$ cat config.mk
export PLATFORM = sky130hd
export DESIGN_NAME = imem_fetch
export DESIGN_NICKNAME = d
export VERILOG_FILES = /design/src/rtl/imem_pkg.sv /design/src/rtl/imem_bank.sv /design/src/rtl/imem_fetch.sv
export SDC_FILE = /design/constraint.sdc
export NUM_CORES = 1
export LEC_CHECK = 0
export BUFFER_PORTS_ARGS = -buffer_cell sky130_fd_sc_hd__buf_2
export CAP_MARGIN = 10
export CORE_MARGIN = 3
export CORE_UTILIZATION = 18
export DETAILED_ROUTE_END_ITERATION = 10
export GPL_TIMING_DRIVEN = 0
export PLACE_DENSITY = 0.71
export RECOVER_POWER = 25
export SLEW_MARGIN = 20
export SYNTH_ARGS = -nofsm -noshare
export SYNTH_HDL_FRONTEND = slang
export SYNTH_SLANG_ARGS = --single-unit
$ cat constraint.sdc
create_clock -name clk -period 0.8 [get_ports clk]
set_input_delay 0.08 -clock clk [delete_from_list [all_inputs] [get_ports clk]]
set_output_delay 0.08 -clock clk [all_outputs]
set_load 0.02 [all_outputs]
$ cat src/rtl/imem_pkg.sv
// Shared types and constants for the instruction-fetch block and its storage bank.
package imem_pkg;

    localparam int WORD_W = 32;
    localparam logic [WORD_W-1:0] NOP = 32'h0000_0013;

    typedef enum logic [1:0] {
        IDLE = 2'd0,
        WAIT = 2'd1,
        RESP = 2'd2
    } state_t;

    function automatic logic is_misaligned(input logic [1:0] lsb);
        return lsb != 2'b00;
    endfunction

endpackage

$ cat src/rtl/imem_bank.sv
// Byte-organised instruction storage: one word write port, one combinational
// little-endian word read port with byte-index wrap-around. Powers up all zero.
module imem_bank
    import imem_pkg::*;
#(
    parameter int ADDR_W = 8
) (
    input  logic              clk,
    input  logic              we,
    input  logic [ADDR_W-3:0] waddr,
    input  logic [WORD_W-1:0] wdata,
    input  logic [ADDR_W-1:0] raddr,
    output logic [WORD_W-1:0] rdata
);
    localparam int DEPTH = 2 ** ADDR_W;

    logic [7:0] mem [DEPTH] = '{default: 8'h00};

    logic [ADDR_W-1:0] ra1, ra2, ra3;

    // Byte indices wrap modulo the storage size.
    assign ra1 = raddr + ADDR_W'(1);
    assign ra2 = raddr + ADDR_W'(2);
    assign ra3 = raddr + ADDR_W'(3);

    assign rdata = {mem[ra3], mem[ra2], mem[ra1], mem[raddr]};

    always_ff @(posedge clk) begin
        if (we) begin
            for (int b = 0; b < 4; b++) begin
                mem[{waddr, 2'(b)}] <= wdata[8*b +: 8];
            end
        end
    end

endmodule

$ cat src/rtl/imem_fetch.sv
// Instruction fetch front-end with fixed wait-state latency and a valid/ready
// response. Define IMEM_LOAD_PORT_EN to enable the program-load write port.
module imem_fetch
    import imem_pkg::*;
#(
    parameter int ADDR_W      = 8,
    parameter int WAIT_STATES = 0
) (
    input  logic              clk,
    input  logic              rst_n,
    input  logic              req_valid,
    output logic              req_ready,
    input  logic [ADDR_W-1:0] req_addr,
    output logic              rsp_valid,
    input  logic              rsp_ready,
    output logic [31:0]       rsp_data,
    output logic              rsp_fault,
    input  logic              ld_en,
    input  logic [ADDR_W-1:0] ld_addr,
    input  logic [31:0]       ld_data,
    output state_t            dbg_state
);
    // Handshakes: a transfer happens on a rising edge where valid and ready are
    // both high; once raised, rsp_valid and its payload hold until rsp_ready.

    localparam logic [3:0] WAIT_INIT = 4'(WAIT_STATES);

    state_t            state_q, state_d;
    logic [3:0]        cnt_q, cnt_d;
    logic [ADDR_W-1:0] addr_q, addr_d;
    logic [ADDR_W-1:0] rd_addr;
    logic [WORD_W-1:0] rd_word;
    logic [WORD_W-1:0] rsp_data_q;
    logic              rsp_fault_q;
    logic              load_rsp;

    logic              bank_we;
    logic [ADDR_W-3:0] bank_waddr;
    logic [WORD_W-1:0] bank_wdata;
    logic              unused_ld;

`ifdef IMEM_LOAD_PORT_EN
    assign bank_we    = ld_en;
    assign bank_waddr = ld_addr[ADDR_W-1:2];
    assign bank_wdata = ld_data;
    assign unused_ld  = ^ld_addr[1:0];
`else
    assign bank_we    = 1'b0;
    assign bank_waddr = '0;
    assign bank_wdata = '0;
    assign unused_ld  = ^{ld_en, ld_addr, ld_data};
`endif

    // With zero wait states the read happens on the accepting edge, before
    // the address has been registered.
    assign rd_addr = (state_q == IDLE) ? req_addr : addr_q;

    imem_bank #(
        .ADDR_W(ADDR_W)
    ) u_bank (
        .clk   (clk),
        .we    (bank_we),
        .waddr (bank_waddr),
        .wdata (bank_wdata),
        .raddr (rd_addr),
        .rdata (rd_word)
    );

    always_comb begin
        state_d  = state_q;
        cnt_d    = cnt_q;
        addr_d   = addr_q;
        load_rsp = 1'b0;
        case (state_q)
            IDLE: begin
                if (req_valid) begin
                    addr_d = req_addr;
                    if (WAIT_STATES == 0) begin
                        state_d  = RESP;
                        load_rsp = 1'b1;
                    end else begin
                        state_d = WAIT;
                        cnt_d   = WAIT_INIT;
                    end
                end
            end
            WAIT: begin
                cnt_d = cnt_q - 4'd1;
                if (cnt_q == 4'd1) begin
                    state_d  = RESP;
                    load_rsp = 1'b1;
                end
            end
            RESP: begin
                if (rsp_ready) begin
                    state_d = IDLE;
                end
            end
            default: state_d = IDLE;
        endcase
    end

    always_ff @(posedge clk or negedge rst_n) begin
        if (!rst_n) begin
            state_q     <= IDLE;
            cnt_q       <= '0;
            addr_q      <= '0;
            rsp_data_q  <= '0;
            rsp_fault_q <= 1'b0;
        end else begin
            state_q <= state_d;
            cnt_q   <= cnt_d;
            addr_q  <= addr_d;
            // Sampled before any same-edge load lands in the bank.
            if (load_rsp) begin
                rsp_fault_q <= is_misaligned(rd_addr[1:0]);
                rsp_data_q  <= is_misaligned(rd_addr[1:0]) ? NOP : rd_word;
            end
        end
    end

    assign req_ready = (state_q == IDLE);
    assign rsp_valid = (state_q == RESP);
    assign rsp_data  = rsp_data_q;
    assign rsp_fault = rsp_fault_q;
    assign dbg_state = state_q;

endmodule
==> flow_summary.json, run 1 <==
{
  "hold_path_startpoint": "rsp_ready",
  "port_buffers": 12,
  "path_cells": "buf_6 > buf_6",
  "worstPathMaxFanout": 4,
  "multi_input_area_um2": 149,
  "r2r-start": "dbg_state[1]",
  "rsz0062_at_grt": "true",
  "p_leak_nw": 0.422,
  "netlist_area_um2": 349,
  "fin_util_pct": 36.9,
  "reg2reg_slack_ps": -140,
  "grt_pass1_wl_um": 1260,
  "hold_violations": 0,
  "synth_cells": 43,
  "die_area_um2": 2500,
  "clock-sinks": 2,
  "grt_usage_pct": 6.74,
  "start_kind": "flop",
  "drc": 0,
  "grt_pass1_vias": 296,
  "critPathKind": "reg2out",
  "dieWidth_um": 50.0,
  "wire_per_inst_um": 6.84,
  "dp_hpwl_um": 606,
  "antenna_found_initial": 0,
  "slew_viol_final": 0,
  "cp-end-kind": "primary output",
  "start_util_pct": 19.6,
  "drive_gt1_share_pct": 60.4,
  "power.density_nw_per_um2": 1520,
  "power_mw": 1.00,
  "register_area_um2": 52.6,
  "grt_max_degree": 6,
  "hold_depth": 2,
  "area_growth_pct": 88.5,
  "final_area_um2": 658,
  "num_rows": 15,
  "postRouteAntennaNets": 0,
  "vdd_ir_drop_max_mv": 0.468,
  "pre_cts_ws_ps": 0.516,
  "crit_path_frequent_cell": "buf_6",
  "numCtsBuffers": 3,
  "antennaDiodeCount": 0,
  "status": "finished with violations",
  "place_area_um2": 551,
  "avgSynthCellArea_um2": 8.12,
  "cts_root_buffer": "clkbuf_4",
  "ys_seq_area_share_pct": 14.3,
  "core_um2": 1780,
  "fmax_mhz": 1020,
  "dpl.cell_count": 109,
  "whs_endpoint": "dbg_state[1]",
  "die_h_um": 50.0,
  "reg2regPathDepth": 3,
  "synth-seq-cells": 2,
  "grt-ovfl-total": 0,
  "clockBufferDepth": 2,
  "ctsHtreeMaxLevel": 1,
  "fin_cells": 116,
  "rr_endpoint": "rsp_data[1]",
  "critPathRequiredTime_ps": 720,
  "cts_tree": "built",
  "fin_ws_ps": -177,
  "max_stage_delay_ps": 430,
  "initialDrtViolationCount": 0,
  "cp_slowest_cell": "dfrtp_2",
  "drt_wl_total_um": 793,
  "fillerInstances": 187,
  "synth.distinct_cells": 8,
  "ioPinCount": 90,
  "min_path_type": "in2reg",
  "cp.arrival_ps": 900,
  "fin_nets": 145,
  "yosysWarnings": 0,
  "num_vias": 311,
  "min_period_ps": 977,
  "path_clk_slew_ps": 40,
  "skew_ps": 9.42,
  "period_share_pct": 122,
  "gp_congestion": 0.585,
  "timing.hold.ws_ps": 21.5,
  "setup_violations": 9,
  "fin_setup_tns_ps": -1190,
  "vias_per_cell": 2.68,
  "max-cap-violations": 0,
  "drt_pass1_iterations": 1,
  "clock_latency_ps": 230,
  "violations": "setup timing"
}
-- area by class of cell --
cell class	instances	share of cell area (%)
Buffer	34	41.1
Multi-Input combinational cell	34	22.6
Timing Repair Buffer	15	18.4
Sequential cell	2	7.98
Tap cell	25	4.75
Clock buffer	4	3.99
Inverter	2	1.14
-- cells by family (layout without fill, tap and decap cells) --
group | count (synthesis) | after routing | share of synthesized area, %
muxes | 1 | 1 | 2.87
other | 1 | 30 | 1.07
buffers and inverters | 36 | 55 | 75.3
DFF | 2 | 2 | 14.3
and+or+nand+nor | 2 | 2 | 5.02
AOI/OAI and AO/OA | 1 | 1 | 1.43
-- state kept, by name, summed over array words and instances, names as in the netlist --
register and flops:
rsp_data 1, dbg_state 1
-- report_power, final --
| part | internal [mW] | leakage [nW] | switching [mW] |
|---|---|---|---|
| combinational | 0.309 | 0.386 | 0.295 |
| sequential | 0.122 | 0.0205 | 0.0280 |
| clock | 0.185 | 0.0150 | 0.0613 |
-- synthesized netlist by cell type --
cell,instances,area (µm²)
buf_4,34,255
dfrtp_1,2,50.1
inv_1,2,7.51
conb_1,1,3.75
mux2i_1,1,10.0
nand2b_4,1,13.8
nor2_1,1,3.75
o21ai_0,1,5.00
-- layer usage --
| layer | GRT usage [%] | share of wire (%) | up-vias |
|---|---|---|---|
| li1 | - | - | 159 |
| met1 | 4.70 | 25 | 123 |
| met2 | 13.9 | 60 | 27 |
| met3 | 2.72 | 15 | 2 |
| met4 | 4.15 | 0.76 | 0 |
| met5 | 0 | 0 | - |
-- worst max path at each step --
stage                 start      endpoint  slack (ps)  depth (start not counted)
3_3_place_gp   dbg_state[1]   rsp_data[1]          20                          2
2_1_floorplan  dbg_state[1]   rsp_data[1]         -30                          2
6_report       dbg_state[1]  dbg_state[1]        -180                          2
4_1_cts         rsp_data[1]   rsp_data[1]        -180                          2
5_1_grt         rsp_data[1]   rsp_data[4]        -200                          2
3_5_place_dp   dbg_state[1]   rsp_data[1]         0.5                          2
-- worst max-delay path, delay by kind of cell (launching register included) --
kind                   cells  cell delay [ps]
buffers and inverters      2              240
flip-flops                 1              430
-- placed cells by master (no fill, tap or decap) --
cell type,Yosys,routed
buf_2,0,5
buf_4,34,32
buf_6,0,10
clkbuf_1,0,2
clkbuf_4,0,3
conb_1,1,30
dfrtp_2,0,2
dlygate4sd3_1,0,1
inv_1,2,1
inv_2,0,1
mux2i_1,1,1
nand2b_4,1,1
nor2_1,1,1
o21ai_2,0,1
-- repair_timing --
action,CTS,global route
endpoints found under the setup margin,8,9
resized for setup,19,0
setup buffers,2,0
pin swaps,0,0
cloned,0,0
hold buffers,1,0
endpoints found under the hold margin,2,0
No activity file was read; power rests on OpenSTA's default activity.
==> run 2: changes to the inputs <==
Settings changed: HOLD_SLACK_MARGIN set to 0.06.
==> run 2 against run 1 <==
The flow still finishes with violations (setup timing). Final cell count grew 0.86%. Clock power barely moved. Die area is the same. Worst hold slack better by 80 ps. Utilization rose by 0.70 points. Setup slack about the same. Non-clock buffer count increased by 1. Critical path depth did not move. Total power up 1.0%.
==> flow_summary.json, run 2 (synthesis gave the netlist of run 1 again) <==
{
  "status": "finished with violations",
  "ioPinCount": 90,
  "drc": 0,
  "start_kind": "flop",
  "clock-sinks": 2,
  "antennaDiodeCount": 0,
  "multi_input_area_um2": 149,
  "vdd_ir_drop_max_mv": 0.468,
  "fin_nets": 146,
  "power_mw": 1.01,
  "layout_commonest_cell": "buf_4",
  "dp_hpwl_um": 606,
  "clockBufferDepth": 2,
  "power.density_nw_per_um2": 1510,
  "slew_viol_final": 0,
  "min_path_type": "in2reg",
  "hold_violations": 0,
  "die_area_um2": 2500,
  "pre_cts_ws_ps": 0.516,
  "critPathKind": "reg2out",
  "fin_ws_ps": -177,
  "violations": "setup timing",
  "drt_wl_total_um": 821,
  "gp_congestion": 0.585,
  "core_um2": 1780,
  "grt_pass1_wl_um": 1290,
  "grt-ovfl-total": 0,
  "numCtsBuffers": 3,
  "timing.hold.ws_ps": 101,
  "worstPathMaxFanout": 4,
  "cp-end-kind": "primary output",
  "register_area_um2": 52.6,
  "postRouteAntennaNets": 0,
  "initialDrtViolationCount": 0,
  "port_buffers": 12,
  "dieWidth_um": 50.0,
  "min_period_ps": 977,
  "fin_util_pct": 37.6,
  "drt_pass1_iterations": 1,
  "max-cap-violations": 0,
  "setup_violations": 9,
  "cts_root_buffer": "clkbuf_4",
  "antenna_found_initial": 0,
  "skew_ps": 9.42,
  "drive_gt1_share_pct": 59.8,
  "p_leak_nw": 0.427,
  "wire_per_inst_um": 7.02,
  "period_share_pct": 122,
  "grt_pass1_vias": 310,
  "grt_usage_pct": 6.92,
  "final_area_um2": 671,
  "start_util_pct": 19.6,
  "area_growth_pct": 92.1,
  "layout_common_cells": "buf_4 (33), conb_1 (30), buf_6 (10)",
  "path_clk_slew_ps": 40,
  "cp.arrival_ps": 900,
  "fin_setup_tns_ps": -1180,
  "ctsHtreeMaxLevel": 1,
  "critPathRequiredTime_ps": 720,
  "die_h_um": 50.0,
  "rsz0062_at_grt": "true",
  "vias_per_cell": 2.71,
  "grt_max_degree": 6,
  "fillerInstances": 186,
  "num_rows": 15,
  "num_vias": 317,
  "dpl.cell_count": 109,
  "place_area_um2": 551,
  "cts_tree": "built",
  "fmax_mhz": 1020,
  "fin_cells": 117,
  "clock_latency_ps": 230
}
run 2: cell count changes in the layout (fill, tap and decap cells not counted), sizes merged:
cell         change
dlygate4sd3      +1
run 2: final timing paths:
| check | depth (start not counted) | slack [ps] | start | endpoint |
|---|---|---|---|---|
| worst max-delay path | 2 | -180 | dbg_state[1] | dbg_state[1] |
| worst min-delay path | 3 | 100 | req_valid | dbg_state[1] |
| worst min register to register | 2 | 600 | rsp_data[1] | rsp_data[1] |
| min in group asynchronous | 2 | 170 | rst_n | dbg_state[1] |
| max in group asynchronous | 2 | 480 | rst_n | rsp_data[1] |
| worst max register to register | 3 | -140 | dbg_state[1] | rsp_data[1] |
run 2: power by group:
part | internal (mW) | switching, mW
Combinational | 0.317 | 0.297
Clock | 0.185 | 0.0613
Sequential | 0.122 | 0.0279
run 2: timing repair:
action,CTS,global route
endpoints found under the setup margin,8,9
hold buffers,2,0
endpoints found under the hold margin,3,0
setup buffers,2,0
gates resized for setup,19,1
run 2: cell type report:
cell class	count	share of cell area, %
buffer	34	40.3
clock buffer	4	3.92
inverter	2	1.12
multi-input combinational	34	22.2
sequential	2	7.84
tap	25	4.66
timing repair buffer	16	20.0
run 2: layer usage:
layer | vias to the layer above | global-route usage (%) | wire length, µm
met4 | 0 | 4.15 | 6
met1 | 126 | 4.52 | 200
li1 | 162 | - | -
met5 | - | 0 | 0
met2 | 27 | 14.8 | 502
met3 | 2 | 2.72 | 112
run 2: critical path, stage by stage (launching register included):
cell and delay [ps]:
dfrtp_2 430, buf_6 120, buf_6 120
==> run 3: changes to the inputs <==
Settings changed: BUFFER_PORTS_ARGS -buffer_cell sky130_fd_sc_hd__buf_2 to unset, CORE_AREA set to 3 3 40 42, CORE_MARGIN 3 to unset, CORE_UTILIZATION 18 to unset, DIE_AREA set to 0 0 43 45, DONT_BUFFER_PORTS set to 1, HOLD_SLACK_MARGIN 0.06 to 0.12, PLACE_DENSITY 0.71 to 0.5.
==> run 3 against run 2 <==
Global-route usage grew 0.064 points. The flow still finishes with violations (setup timing). Highest routed layer unchanged. Critical path type unchanged. Clock-buffer cell count stayed put. First-iteration DRC count is the same. Setup slack improved by 39 ps. Maximum frequency rose by 4.2%. Wire length decreased by 19%. Register-to-register slack improved by 60 ps. Final cell count is 18% lower. Flip-flop and latch count unchanged. Non-clock buffer count is 11 lower.
==> flow_summary.json, run 3 (synthesis gave the netlist of run 1 again) <==
{
  "status": "finished with violations",
  "violations": "setup timing",
  "grt_pass1_wl_um": 897,
  "drive_gt1_share_pct": 50.6,
  "fin_setup_tns_ps": -769,
  "reg2reg_slack_ps": -80,
  "slew_viol_final": 0,
  "setup_violations": 7,
  "fin_cells": 96,
  "period_share_pct": 117,
  "critPathKind": "reg2out",
  "path_cells": "buf_6",
  "cp_slowest_cell": "dfrtp_2",
  "fin_nets": 135,
  "fin_ws_ps": -138,
  "vdd_ir_drop_max_mv": 0.321,
  "rr_endpoint": "rsp_data[1]",
  "reg2regPathDepth": 2,
  "initialDrtViolationCount": 0,
  "place_area_um2": 478,
  "num_rows": 13,
  "die_area_um2": 1940,
  "clockBufferDepth": 2,
  "power.density_nw_per_um2": 1500,
  "die_h_um": 45,
  "cts_tree": "built",
  "clock_latency_ps": 230,
  "start_util_pct": 27.2,
  "port_buffers": 0,
  "gp_congestion": 0.572,
  "core_um2": 1280,
  "grt_max_degree": 6,
  "numCtsBuffers": 3,
  "grt_usage_pct": 6.99,
  "start_kind": "flop",
  "timing.hold.ws_ps": 86.8,
  "cp-end-kind": "primary output",
  "antenna_found_initial": 0,
  "cp.buffers_inverters": 1,
  "hold_violations": 0,
  "min_path_type": "in2async",
  "fmax_mhz": 1070,
  "area_growth_pct": 63.4,
  "critPathRequiredTime_ps": 720,
  "skew_ps": 7.67,
  "fin_util_pct": 44.4,
  "dieWidth_um": 43,
  "ioPinCount": 90,
  "max-cap-violations": 0,
  "r2r-start": "dbg_state[1]",
  "num_vias": 264,
  "grt-ovfl-total": 0,
  "vias_per_cell": 2.75,
  "min_period_ps": 938,
  "wire_per_inst_um": 6.94,
  "final_area_um2": 571,
  "drc": 0,
  "worstPathMaxFanout": 5,
  "max_stage_delay_ps": 470,
  "antennaDiodeCount": 0,
  "fillerInstances": 133,
  "drt_wl_total_um": 666,
  "cts_setup_buffers": 0,
  "ctsHtreeMaxLevel": 1,
  "postRouteAntennaNets": 0,
  "path_clk_slew_ps": 40,
  "cts_root_buffer": "clkbuf_4",
  "p_leak_nw": 0.372,
  "cp.arrival_ps": 860,
  "layout_common_cells": "buf_4 (30), conb_1 (30), dlygate4sd3_1 (5)",
  "drt_pass1_iterations": 1,
  "ctsHoldBuffers": 6,
  "rsz0062_at_grt": "true",
  "grt_pass1_vias": 242,
  "clock-sinks": 2,
  "dpl.cell_count": 87,
  "crit_family": "flip-flops"
}
==> run 3: cell count changes in the layout (fill, tap and decap cells not counted) <==
cell	change
buf_6	-6
buf_4	-3
buf_2	-4
o21ai_2	-1
o21ai_1	+1
dlygate4sd3_1	+3
clkbuf_1	-1
==> run 3: repair_timing <==
item	4_1_cts	5_1_grt
endpoints found under the hold margin	4	2
resized for setup	5	1
endpoints found under the setup margin	8	8
==> run 3: how the worst max path moves through the flow <==
stage                  from           to  slack, ps  depth (start not counted)
4_1_cts         rsp_data[1]  rsp_data[4]       -150                          1
6_report        rsp_data[1]  rsp_data[1]       -140                          1
3_5_place_dp   dbg_state[1]  rsp_data[1]        -60                          2
5_1_grt         rsp_data[1]  rsp_data[1]       -160                          1
3_3_place_gp   dbg_state[1]  rsp_data[1]        -50                          2
2_1_floorplan  dbg_state[1]  rsp_data[1]        -30                          2
==> run 3: per-layer routing <==
layer	up-vias	track usage [%]	wire length, µm
li1	140	-	-
met1	89	4.81	157
met2	33	11.4	308
met3	2	4.38	196
met4	0	9.04	4
met5	-	0	0
==> run 3: final cells by class <==
type | count | area [µm²] | share of cell area (%)
clock buffer | 4 | 26.3 | 4.61
sequential | 2 | 52.6 | 9.21
timing repair buffer | 5 | 50.0 | 8.77
inverter | 2 | 7.51 | 1.32
buffer | 34 | 270 | 47.4
tap | 15 | 18.8 | 3.29
multi-input combinational | 34 | 145 | 25.4
==> run 3: through the flow <==
stage | total power [mW] | setup WS [ps]
final | 0.857 | -138
after global routing | 0.909 | -159
after CTS | 0.864 | -148
after detailed placement | 0.544 | -55.5
after global placement | 0.542 | -49.1
after floorplan | 0.531 | -27.3
==> run 3: power breakdown <==
| group | switching (mW) | internal (mW) | leakage, nW |
|---|---|---|---|
| Clock | 0.0635 | 0.186 | 0.0150 |
| Combinational | 0.238 | 0.198 | 0.336 |
| Sequential | 0.0499 | 0.122 | 0.0205 |
